[config.mk]
export PLATFORM = sky130hd
export DESIGN_NAME = aha_axi_sif_rd_data_pipe
export DESIGN_NICKNAME = d
export VERILOG_FILES = /design/src/rtl/aha_axi_sif_rd_data_pipe.sv
export SDC_FILE = /design/constraint.sdc
export NUM_CORES = 2
export LEC_CHECK = 0
export CAP_MARGIN = 40
export CORE_ASPECT_RATIO = 1.5
export CORE_UTILIZATION = 56
export CTS_CLUSTER_SIZE = 8
export DETAILED_ROUTE_END_ITERATION = 10
export PLACE_DENSITY = 0.76
export SKIP_LAST_GASP = 1
export SLEW_MARGIN = 20
export SYNTH_ARGS = -nofsm -noshare
export SYNTH_HDL_FRONTEND = slang
export SYNTH_SLANG_ARGS = --single-unit
export TNS_END_PERCENT = 10
[constraint.sdc]
create_clock -name ACLK -period 5 [get_ports ACLK]
set_clock_uncertainty 0.15 [all_clocks]
set_input_delay 0.5 -clock ACLK [delete_from_list [all_inputs] [get_ports ACLK]]
set_output_delay 0.5 -clock ACLK [all_outputs]
set_load 0.02 [all_outputs]
[src/rtl/aha_axi_sif_rd_data_pipe.sv]
// AXI read-data return pipe for the SIF slave interface.
// Accepted AR bursts are queued as {ID, LEN} in a command queue; SIF read
// beats are queued as {ERR, DATA} in a data queue. R beats are issued when
// both queues have an entry, and each burst ends after LEN+1 beats.
// Every R output comes from queue storage, so nothing from SIF reaches R
// combinationally.
module aha_axi_sif_rd_data_pipe #(
  parameter int DATA_W     = 64,
  parameter int ID_W       = 4,
  parameter int DATA_DEPTH = 32,
  parameter int CMD_DEPTH  = 4
) (
  input  logic              ACLK,
  input  logic              ARESETn,
  input  logic [ID_W-1:0]   ARID,
  input  logic [7:0]        ARLEN,
  input  logic              ARVALID,
  input  logic              ARREADY,
  output logic              CMD_FULL,
  output logic              RVALID,
  input  logic              RREADY,
  output logic              RLAST,
  output logic [DATA_W-1:0] RDATA,
  output logic [ID_W-1:0]   RID,
  output logic [1:0]        RRESP,
  input  logic [DATA_W-1:0] SIF_RD_DATA,
  input  logic              SIF_RD_VALID,
  input  logic              SIF_RD_ERR,
  output logic              SIF_RD_READY,
  output logic              ERR_OVF
);

  localparam int CMD_AW  = $clog2(CMD_DEPTH);
  localparam int DATA_AW = $clog2(DATA_DEPTH);

  localparam logic [CMD_AW-1:0]  CMD_PTR_ONE   = CMD_AW'(1);
  localparam logic [CMD_AW:0]    CMD_CNT_ONE   = (CMD_AW + 1)'(1);
  localparam logic [CMD_AW:0]    CMD_CNT_FULL  = (CMD_AW + 1)'(CMD_DEPTH);
  localparam logic [DATA_AW-1:0] DATA_PTR_ONE  = DATA_AW'(1);
  localparam logic [DATA_AW:0]   DATA_CNT_ONE  = (DATA_AW + 1)'(1);
  localparam logic [DATA_AW:0]   DATA_CNT_FULL = (DATA_AW + 1)'(DATA_DEPTH);

  // ---------------------------------------------------------------------------
  // Command queue storage and control
  // ---------------------------------------------------------------------------
  logic [ID_W-1:0]   cmd_id_mem  [CMD_DEPTH];
  logic [7:0]        cmd_len_mem [CMD_DEPTH];
  logic [CMD_AW-1:0] cmd_wr_ptr;
  logic [CMD_AW-1:0] cmd_rd_ptr;
  logic [CMD_AW:0]   cmd_cnt;
  logic [CMD_AW:0]   cmd_cnt_nxt;
  logic              cmd_full_q;
  logic              cmd_nonempty;
  logic              ar_accept;
  logic              cmd_push;
  logic              cmd_pop;
  logic [ID_W-1:0]   head_id;
  logic [7:0]        head_len;

  // ---------------------------------------------------------------------------
  // Data queue storage and control
  // ---------------------------------------------------------------------------
  logic [DATA_W:0]    data_mem [DATA_DEPTH];
  logic [DATA_AW-1:0] data_wr_ptr;
  logic [DATA_AW-1:0] data_rd_ptr;
  logic [DATA_AW:0]   data_cnt;
  logic [DATA_AW:0]   data_cnt_nxt;
  logic               data_full;
  logic               data_nonempty;
  logic               data_push;
  logic               data_pop;
  logic [DATA_W:0]    head_beat;

  // ---------------------------------------------------------------------------
  // R channel state
  // ---------------------------------------------------------------------------
  logic [7:0] beat_cnt;
  logic       r_valid;
  logic       r_last;
  logic       r_hs;
  logic       ovf_event;

  // The AR handshake is observed here, not owned; an accept while full is
  // dropped because the upstream was told to stall via CMD_FULL.
  assign ar_accept    = ARVALID & ARREADY;
  assign cmd_push     = ar_accept & ~cmd_full_q;
  assign cmd_nonempty = (cmd_cnt != '0);
  assign head_id      = cmd_id_mem[cmd_rd_ptr];
  assign head_len     = cmd_len_mem[cmd_rd_ptr];

  assign data_full     = (data_cnt == DATA_CNT_FULL);
  assign data_nonempty = (data_cnt != '0);
  assign data_push     = SIF_RD_VALID & ~data_full;
  assign head_beat     = data_mem[data_rd_ptr];

  // A beat may leave only once its burst is known; data arriving ahead of
  // its AR waits in the data queue.
  assign r_valid  = data_nonempty & cmd_nonempty;
  assign r_hs     = r_valid & RREADY;
  assign r_last   = r_valid & (beat_cnt == head_len);
  assign cmd_pop  = r_hs & r_last;
  assign data_pop = r_hs;

  assign ovf_event = (ar_accept & cmd_full_q) | (SIF_RD_VALID & data_full);

  // Next command-queue occupancy; push and pop together leave it unchanged.
  always_comb begin
    cmd_cnt_nxt = cmd_cnt;
    case ({cmd_push, cmd_pop})
      2'b10:   cmd_cnt_nxt = cmd_cnt + CMD_CNT_ONE;
      2'b01:   cmd_cnt_nxt = cmd_cnt - CMD_CNT_ONE;
      default: cmd_cnt_nxt = cmd_cnt;
    endcase
  end

  // Next data-queue occupancy; push and pop together leave it unchanged.
  always_comb begin
    data_cnt_nxt = data_cnt;
    case ({data_push, data_pop})
      2'b10:   data_cnt_nxt = data_cnt + DATA_CNT_ONE;
      2'b01:   data_cnt_nxt = data_cnt - DATA_CNT_ONE;
      default: data_cnt_nxt = data_cnt;
    endcase
  end

  // Command queue payload; not reset since reads are qualified by occupancy.
  always_ff @(posedge ACLK) begin
    if (cmd_push) begin
      cmd_id_mem[cmd_wr_ptr]  <= ARID;
      cmd_len_mem[cmd_wr_ptr] <= ARLEN;
    end
  end

  // Command queue pointers, occupancy and the registered full flag.
  always_ff @(posedge ACLK or negedge ARESETn) begin
    if (!ARESETn) begin
      cmd_wr_ptr <= '0;
      cmd_rd_ptr <= '0;
      cmd_cnt    <= '0;
      cmd_full_q <= 1'b0;
    end else begin
      if (cmd_push) cmd_wr_ptr <= cmd_wr_ptr + CMD_PTR_ONE;
      if (cmd_pop)  cmd_rd_ptr <= cmd_rd_ptr + CMD_PTR_ONE;
      cmd_cnt    <= cmd_cnt_nxt;
      cmd_full_q <= (cmd_cnt_nxt == CMD_CNT_FULL);
    end
  end

  // Data queue payload with the per-beat error bit in the MSB.
  always_ff @(posedge ACLK) begin
    if (data_push) begin
      data_mem[data_wr_ptr] <= {SIF_RD_ERR, SIF_RD_DATA};
    end
  end

  // Data queue pointers and occupancy.
  always_ff @(posedge ACLK or negedge ARESETn) begin
    if (!ARESETn) begin
      data_wr_ptr <= '0;
      data_rd_ptr <= '0;
      data_cnt    <= '0;
    end else begin
      if (data_push) data_wr_ptr <= data_wr_ptr + DATA_PTR_ONE;
      if (data_pop)  data_rd_ptr <= data_rd_ptr + DATA_PTR_ONE;
      data_cnt <= data_cnt_nxt;
    end
  end

  // Beat position within the head burst; restarts when the burst retires.
  always_ff @(posedge ACLK or negedge ARESETn) begin
    if (!ARESETn) begin
      beat_cnt <= 8'd0;
    end else if (cmd_pop) begin
      beat_cnt <= 8'd0;
    end else if (r_hs) begin
      beat_cnt <= beat_cnt + 8'd1;
    end
  end

  // Sticky record of any dropped AR or SIF beat; only reset clears it.
  always_ff @(posedge ACLK or negedge ARESETn) begin
    if (!ARESETn) begin
      ERR_OVF <= 1'b0;
    end else if (ovf_event) begin
      ERR_OVF <= 1'b1;
    end
  end

  // Payload outputs are forced to zero when idle so reset and empty states
  // never expose stale queue contents. While a beat is stalled the head
  // entries cannot move, which keeps RDATA/RRESP/RID stable.
  assign CMD_FULL     = cmd_full_q;
  assign SIF_RD_READY = ~data_full;
  assign RVALID       = r_valid;
  assign RLAST        = r_last;
  assign RDATA        = r_valid ? head_beat[DATA_W-1:0] : '0;
  assign RRESP        = (r_valid && head_beat[DATA_W]) ? 2'b10 : 2'b00;
  assign RID          = cmd_nonempty ? head_id : '0;

endmodule

---- Yosys cells after proc, flatten, opt, wreduce, memory -nomap -nowiden ----
Memories as Yosys holds them, arrays and structs flattened.
Cells that the tools add are included.
storage, ports and cells
  flip-flop bits (word level) ............. 33
  bits in latches ......................... 0
  memory bits (writable) .................. 2128
  bits in read-only memories .............. 0
  bits of input ports ..................... 83
  output and inout port bits .............. 75
  word-level logic and storage cells ...... 56
  memories ................................ 3
memories
  name         depth  width  rd ports  clocked after memory_dff  wr ports  RTL line  source
  data_mem     32     65     1         0                         1         63        logic [DATA_W:0] data_mem [DATA_DEPTH];
  cmd_len_mem  4      8      1         0                         1         47        logic [7:0] cmd_len_mem [CMD_DEPTH];
  cmd_id_mem   4      4      1         0                         1         46        logic [ID_W-1:0] cmd_id_mem [CMD_DEPTH];
cells by class
  add/sub/neg operators ................... 9
  multiply operators ...................... 0
  div/mod/pow operators ................... 0
  magnitude comparators ................... 0
  equal/unequal tests ..................... 7
  shift-type cells ........................ 0
  multiplexer cells ....................... 11
  bitwise gates (word level) .............. 12
  reductions and logical operators ........ 5
operators by type and width
  cell                                                                    count
  64-bit two-way mux                                                      1
  8-bit two-way mux                                                       2
  6-bit case mux with 2 select lines                                      1
  5-bit by 1-bit adder with 5-bit output (second input constant)          2
  1-bit bitwise AND                                                       9
  8-bit by 1-bit adder with 8-bit output (second input constant)          1
  8-bit equality test                                                     1
  6-bit by 1-bit adder with 6-bit output (second input constant)          1
  6-bit equality test (second input constant)                             1
  3-bit case mux with 2 select lines                                      1
  6-bit nonzero test                                                      1
  6-bit by 1-bit subtractor with 6-bit output (second input constant)     1
  2-bit by 1-bit adder with 2-bit output (second input constant)          2
  2-bit by 1-bit equality test with 1-bit output (second input constant)  2
  2-bit equality test (second input constant)                             2
  1-bit two-way mux                                                       4
  4-bit two-way mux                                                       1
  2-bit nonzero test                                                      2
  3-bit by 1-bit adder with 3-bit output (second input constant)          1
  3-bit equality test (second input constant)                             1
  3-bit nonzero test                                                      1
  3-bit by 1-bit subtractor with 3-bit output (second input constant)     1
  2-bit two-way mux                                                       1
  1-bit inverter                                                          2
  other kinds (2)                                                         2

---- Depth between registers and ports, before layout ----
  depth after elaboration ................. 7
  depth in mapped cells ................... 14

---- Worst setup path before layout ----
OpenSTA, ideal clock, no wires.
  path kind ............................... register to register
  start point ............................. reg data_cnt[0]
  end point ............................... mem data_mem[27][0] (netlist bit) (enable)
  setup time .............................. 0.489 ns
  arrival ................................. 4.064 ns
  setup slack ............................. 0.297 ns
  stages on the path, launching flop included .. 6
  buffers on the path ..................... 1
  period minus slack after synthesis ...... 4.703 ns
  cells stage by stage .................... dfrtp_1 -> nor4_1 -> a31oi_1 -> nand2_1 -> clkbuf_1 -> nor2_1
on the way
  word-level cells in the longest chain between the ends .. 5
RTL lines
  item                                     RTL line  source
  from (decl)                              66        logic [DATA_AW:0] data_cnt;
  from (signal assigned)                   165       data_cnt <= data_cnt_nxt;
  6-bit equality test                      91        assign data_full = (data_cnt == DATA_CNT_FULL);
  1-bit inverter                           93        assign data_push = SIF_RD_VALID & ~data_full;
  1-bit bitwise AND                        93
  1-bit two-way mux                        151       if (data_push) begin
  1-bit two-way mux (implied by the code)  152       data_mem[data_wr_ptr] <= {SIF_RD_ERR, SIF_RD_DATA};
  to (decl)                                63
No other way between the ends.

---- Final worst setup path ----
  start point ............................. reg data_rd_ptr[2]
  end point ............................... out RDATA[42]
on the way
  word-level cells in the longest chain between the ends .. 2
RTL lines
  item                     RTL line  source
  from (decl)              65        logic [DATA_AW-1:0] data_rd_ptr;
  from (signal assigned)   164       if (data_pop) data_rd_ptr <= data_rd_ptr + DATA_PTR_ONE;
  memory read 32 x 65 bit  n/a
  64-bit two-way mux       196       assign RDATA = r_valid ? head_beat[DATA_W-1:0] : '0;
  to (decl)                23        output logic [DATA_W-1:0] RDATA,
No other way between the ends.

==> qor.yml <==
critPathBufInv: 2
synth-edff-count: 2128
final_cell_count_no_fill: 6005
htreeDepth: 5
critPathKind: "reg2out"
slowest_delay_ns: 0.87
yosys.cell_types.count: 48
grt_pass1_wl_um: 303000
r2r_end: "CMD_FULL$_DFF_PN0_"
tritoncts: "built"
num_vias: 40960
synth.most_common_cell: "edfxtp_1"
ys_ff_latch: 2161
synth_xor_area_frac: 0.00316
regArea_sq_mm: 0.0647
grt_pass1_vias: 43137
fp.dieH_um: 474
routed_wl_um: 214000
pin_count: 158
post-route-min-period_ns: 5.01
cts_root_buf: "clkbuf_16"
path_clk_slew_ns: 0.05
nets: 4144
ff2ff_path_depth: 13
drtPass1Iterations: 5
cap_violations: 0
synthTopCellsByCount: "2128 x edfxtp_1, 596 x mux4_2, 181 x mux2i_1"
muxShareOfSynthArea: 0.184
synth.net_count: 3614
hpwlAfterDp_um: 103000
holdPathEnd: "data_mem[14][14]$_DFFE_PP_"
status: "finished, violations left"
via_per_inst: 6.82
n_fill_cell: 8659
vdd_drop_max_uv: 483
synthSimpleGateAreaFrac: 0.0117
worst_slack_ns: -0.00727
place_ws_ns: 0.895
worstMarginPinSlew_ns: 0.857
yosys_warnings: 0
violations: "setup timing"
p_leak_nw: 31.4
yosysSeqAreaShare: 0.779
placed_area_sq_mm: 0.0889
synth_top_family_by_area: "multiplexers"
avgSynthCellArea_sq_um: 23.7
grt_overflow: 0
cts_buffers: 320
arrival_ns: 4.36
gp_congestion: 0.761
row_count: 172
required_ns: 4.35
synthAdderAreaFrac: 0.00289
reg2reg_slack_ns: 0.97
cp_slowest_cell: "dfrtp_4"
hold_viol_final: 0
crit_path_frequent_cell: "a211oi_1"
fin_area_sq_mm: 0.0981
clk_path_buf_depth: 4
synth_area_sq_mm: 0.0831
pwr_density_cell_mw_per_mm2: 589
power.total_mw: 57.8
finalSetupTns_ns: -0.00727
dp_cells: 5572
crit_family: "compound AO/OA/AOI/OAI gates"
r2r-start: "cmd_rd_ptr[1]$_DFFE_PN0N_"
ys.flop_type: "edfxtp_1"
clk_latency_ns: 0.90
min_from: "SIF_RD_DATA[14]"
hp-class: "in2reg"
startpoint_type: "flop"
slew_headroom: 0.428
initial_core_util: 0.566
synth-async-reset-ratio: 0.0153
avgRoutedWirePerCell_um: 35.7
rsz0062_at_grt: "true"
max_freq_mhz: 200
multi_input_area_sq_mm: 0.0177
period_share: 1.00
syn2layout_area_growth_pct: 18.0
synth_top_area_cell: "edfxtp_1"
ant_nets: 0
die_w_um: 317
slew_violations: 0
core_area_sq_mm: 0.147
layout-drive-gt1-share: 0.299
crit_chain: "buf_12 > mux4_2 > a211oi_1 > a211oi_1 > a21oi_1 > nor2_1 > clkdlybuf4s50_1"
drc_errors: 0
drtIter0Drc: 5526
holdWs_ns: 0.0758
worstHoldPathCells: 1
synth_cells: 3513
grt_max_degree: 86
synth_top_area_frac: 0.769
grt_antenna_before_repair: 13
end_kind: "primary output"
grtUsageTotal: 0.290
path_max_fanout: 45
clock_sinks: 2161
io_buffers: 156
finalSetupViolCount: 1
synth_area_leaders: "edfxtp_1 77%, mux4_2 16%, mux2i_1 2.2%"
fin_util: 0.668
synth_compound_area_frac: 0.00878
die-area_sq_mm: 0.150
kinds of logic (layout without fill, tap and decap cells):
group                    after synthesis  count (layout)
AND/OR/NAND/NOR                      206             206
XOR/XNOR                              30              30
buffers and inverters                205             776
multiplexers                         779             779
adder cells (fa/ha/maj)               18              18
flip-flops                          2161            2161
AO/OA/AOI/OAI                        113             113
other                                  1               8
worst max path at each step:
stage                          startpoint                        end  slack, ns  cells past startpoint
2_1_floorplan                SIF_RD_VALID  data_mem[27][0]$_DFFE_PP_       0.30                      5
3_3_place_gp   data_rd_ptr[0]$_DFFE_PN0P_                   RDATA[0]       0.89                      6
3_5_place_dp   data_rd_ptr[0]$_DFFE_PN0P_                   RDATA[0]       0.89                      6
4_1_cts        data_rd_ptr[0]$_DFFE_PN0P_                  RDATA[48]      -0.08                      9
5_1_grt        data_rd_ptr[2]$_DFFE_PN0P_                  RDATA[42]      -0.03                      7
6_report       data_rd_ptr[2]$_DFFE_PN0P_                  RDATA[42]     -0.007                      7
flip-flops by register name, summed over array words and instances (netlist names):
name,count
cmd_len_mem,32
cmd_id_mem,16
ERR_OVF,1
beat_cnt,8
data_wr_ptr,5
cmd_wr_ptr,2
data_rd_ptr,5
data_mem,2080
cmd_cnt,3
data_cnt,6
CMD_FULL,1
cmd_rd_ptr,2
placed cells by master, fill, tap and decap left out, drive strengths merged, types with 2 or more instances in the layout:
cell and n:
a211oi 46, a21oi 40, a31oi 2, and2 5, and3 2, buf 241
clkbuf 355, clkdlybuf4s50 156, clkinv 4, dfrtp 33, diode 7, edfxtp 2128
fa 2, ha 16, inv 19, mux2 2, mux2i 181, mux4 596
nand2 26, nand3 5, nand3b 2, nand4 5, nor2 106, nor2b 39
nor3 4, nor3b 2, nor4 2, o21a 2, o21ai 15, o2bb2ai 2
or2 2, or3 2, or3b 2, xnor2 17, xor2 13
repair_timing:
action | in CTS | in global routing
endpoints found under the hold margin | 33 | 0
endpoints found under the setup margin | 18 | 40
resized for setup | 1 | 0
hold buffers | 1 | 0
buffers inserted | 0 | 7
metal layers:
layer | wire length (um) | up-vias | GRT usage | share of wire
met3 | 21600 | 569 | 0.0577 | 0.10
met1 | 73300 | 21484 | 0.365 | 0.34
met5 | 99 | - | 0 | 0.00046
li1 | - | 15896 | - | -
met4 | 8790 | 14 | 0.126 | 0.041
met2 | 110000 | 2997 | 0.489 | 0.52
final cells by class:
| type | count | share of cell area |
|---|---|---|
| Inverter | 15 | 0.000574 |
| Sequential cell | 2161 | 0.660 |
| Timing Repair Buffer | 398 | 0.0492 |
| Clock inverter | 8 | 0.000791 |
| Tap cell | 1914 | 0.0244 |
| Clock buffer | 355 | 0.0841 |
| Antenna cell | 7 | 0.000179 |
| Multi-Input combinational cell | 1147 | 0.181 |
power breakdown:
part           switching [mW]  internal [mW]  leakage (nW)
Combinational            9.26           8.21          7.76
Sequential              0.609           21.2          19.6
Clock                    7.13           11.4          4.08
Total                    17.0           40.8          31.4
worst reg2reg max path, stage by stage, from the launching register on:
cell	delay, ns
dfrtp_1	0.63
buf_4	0.29
mux2i_1	0.25
xnor2_1	0.10
or4_4	0.55
a211oi_4	0.32
and3_4	0.25
ha_1	0.18
inv_1	0.06
fa_1	0.38
xor2_1	0.15
nor2_1	0.14
xor2_1	0.21
nor3b_1	0.22
Power figures use the tool's default switching activity.
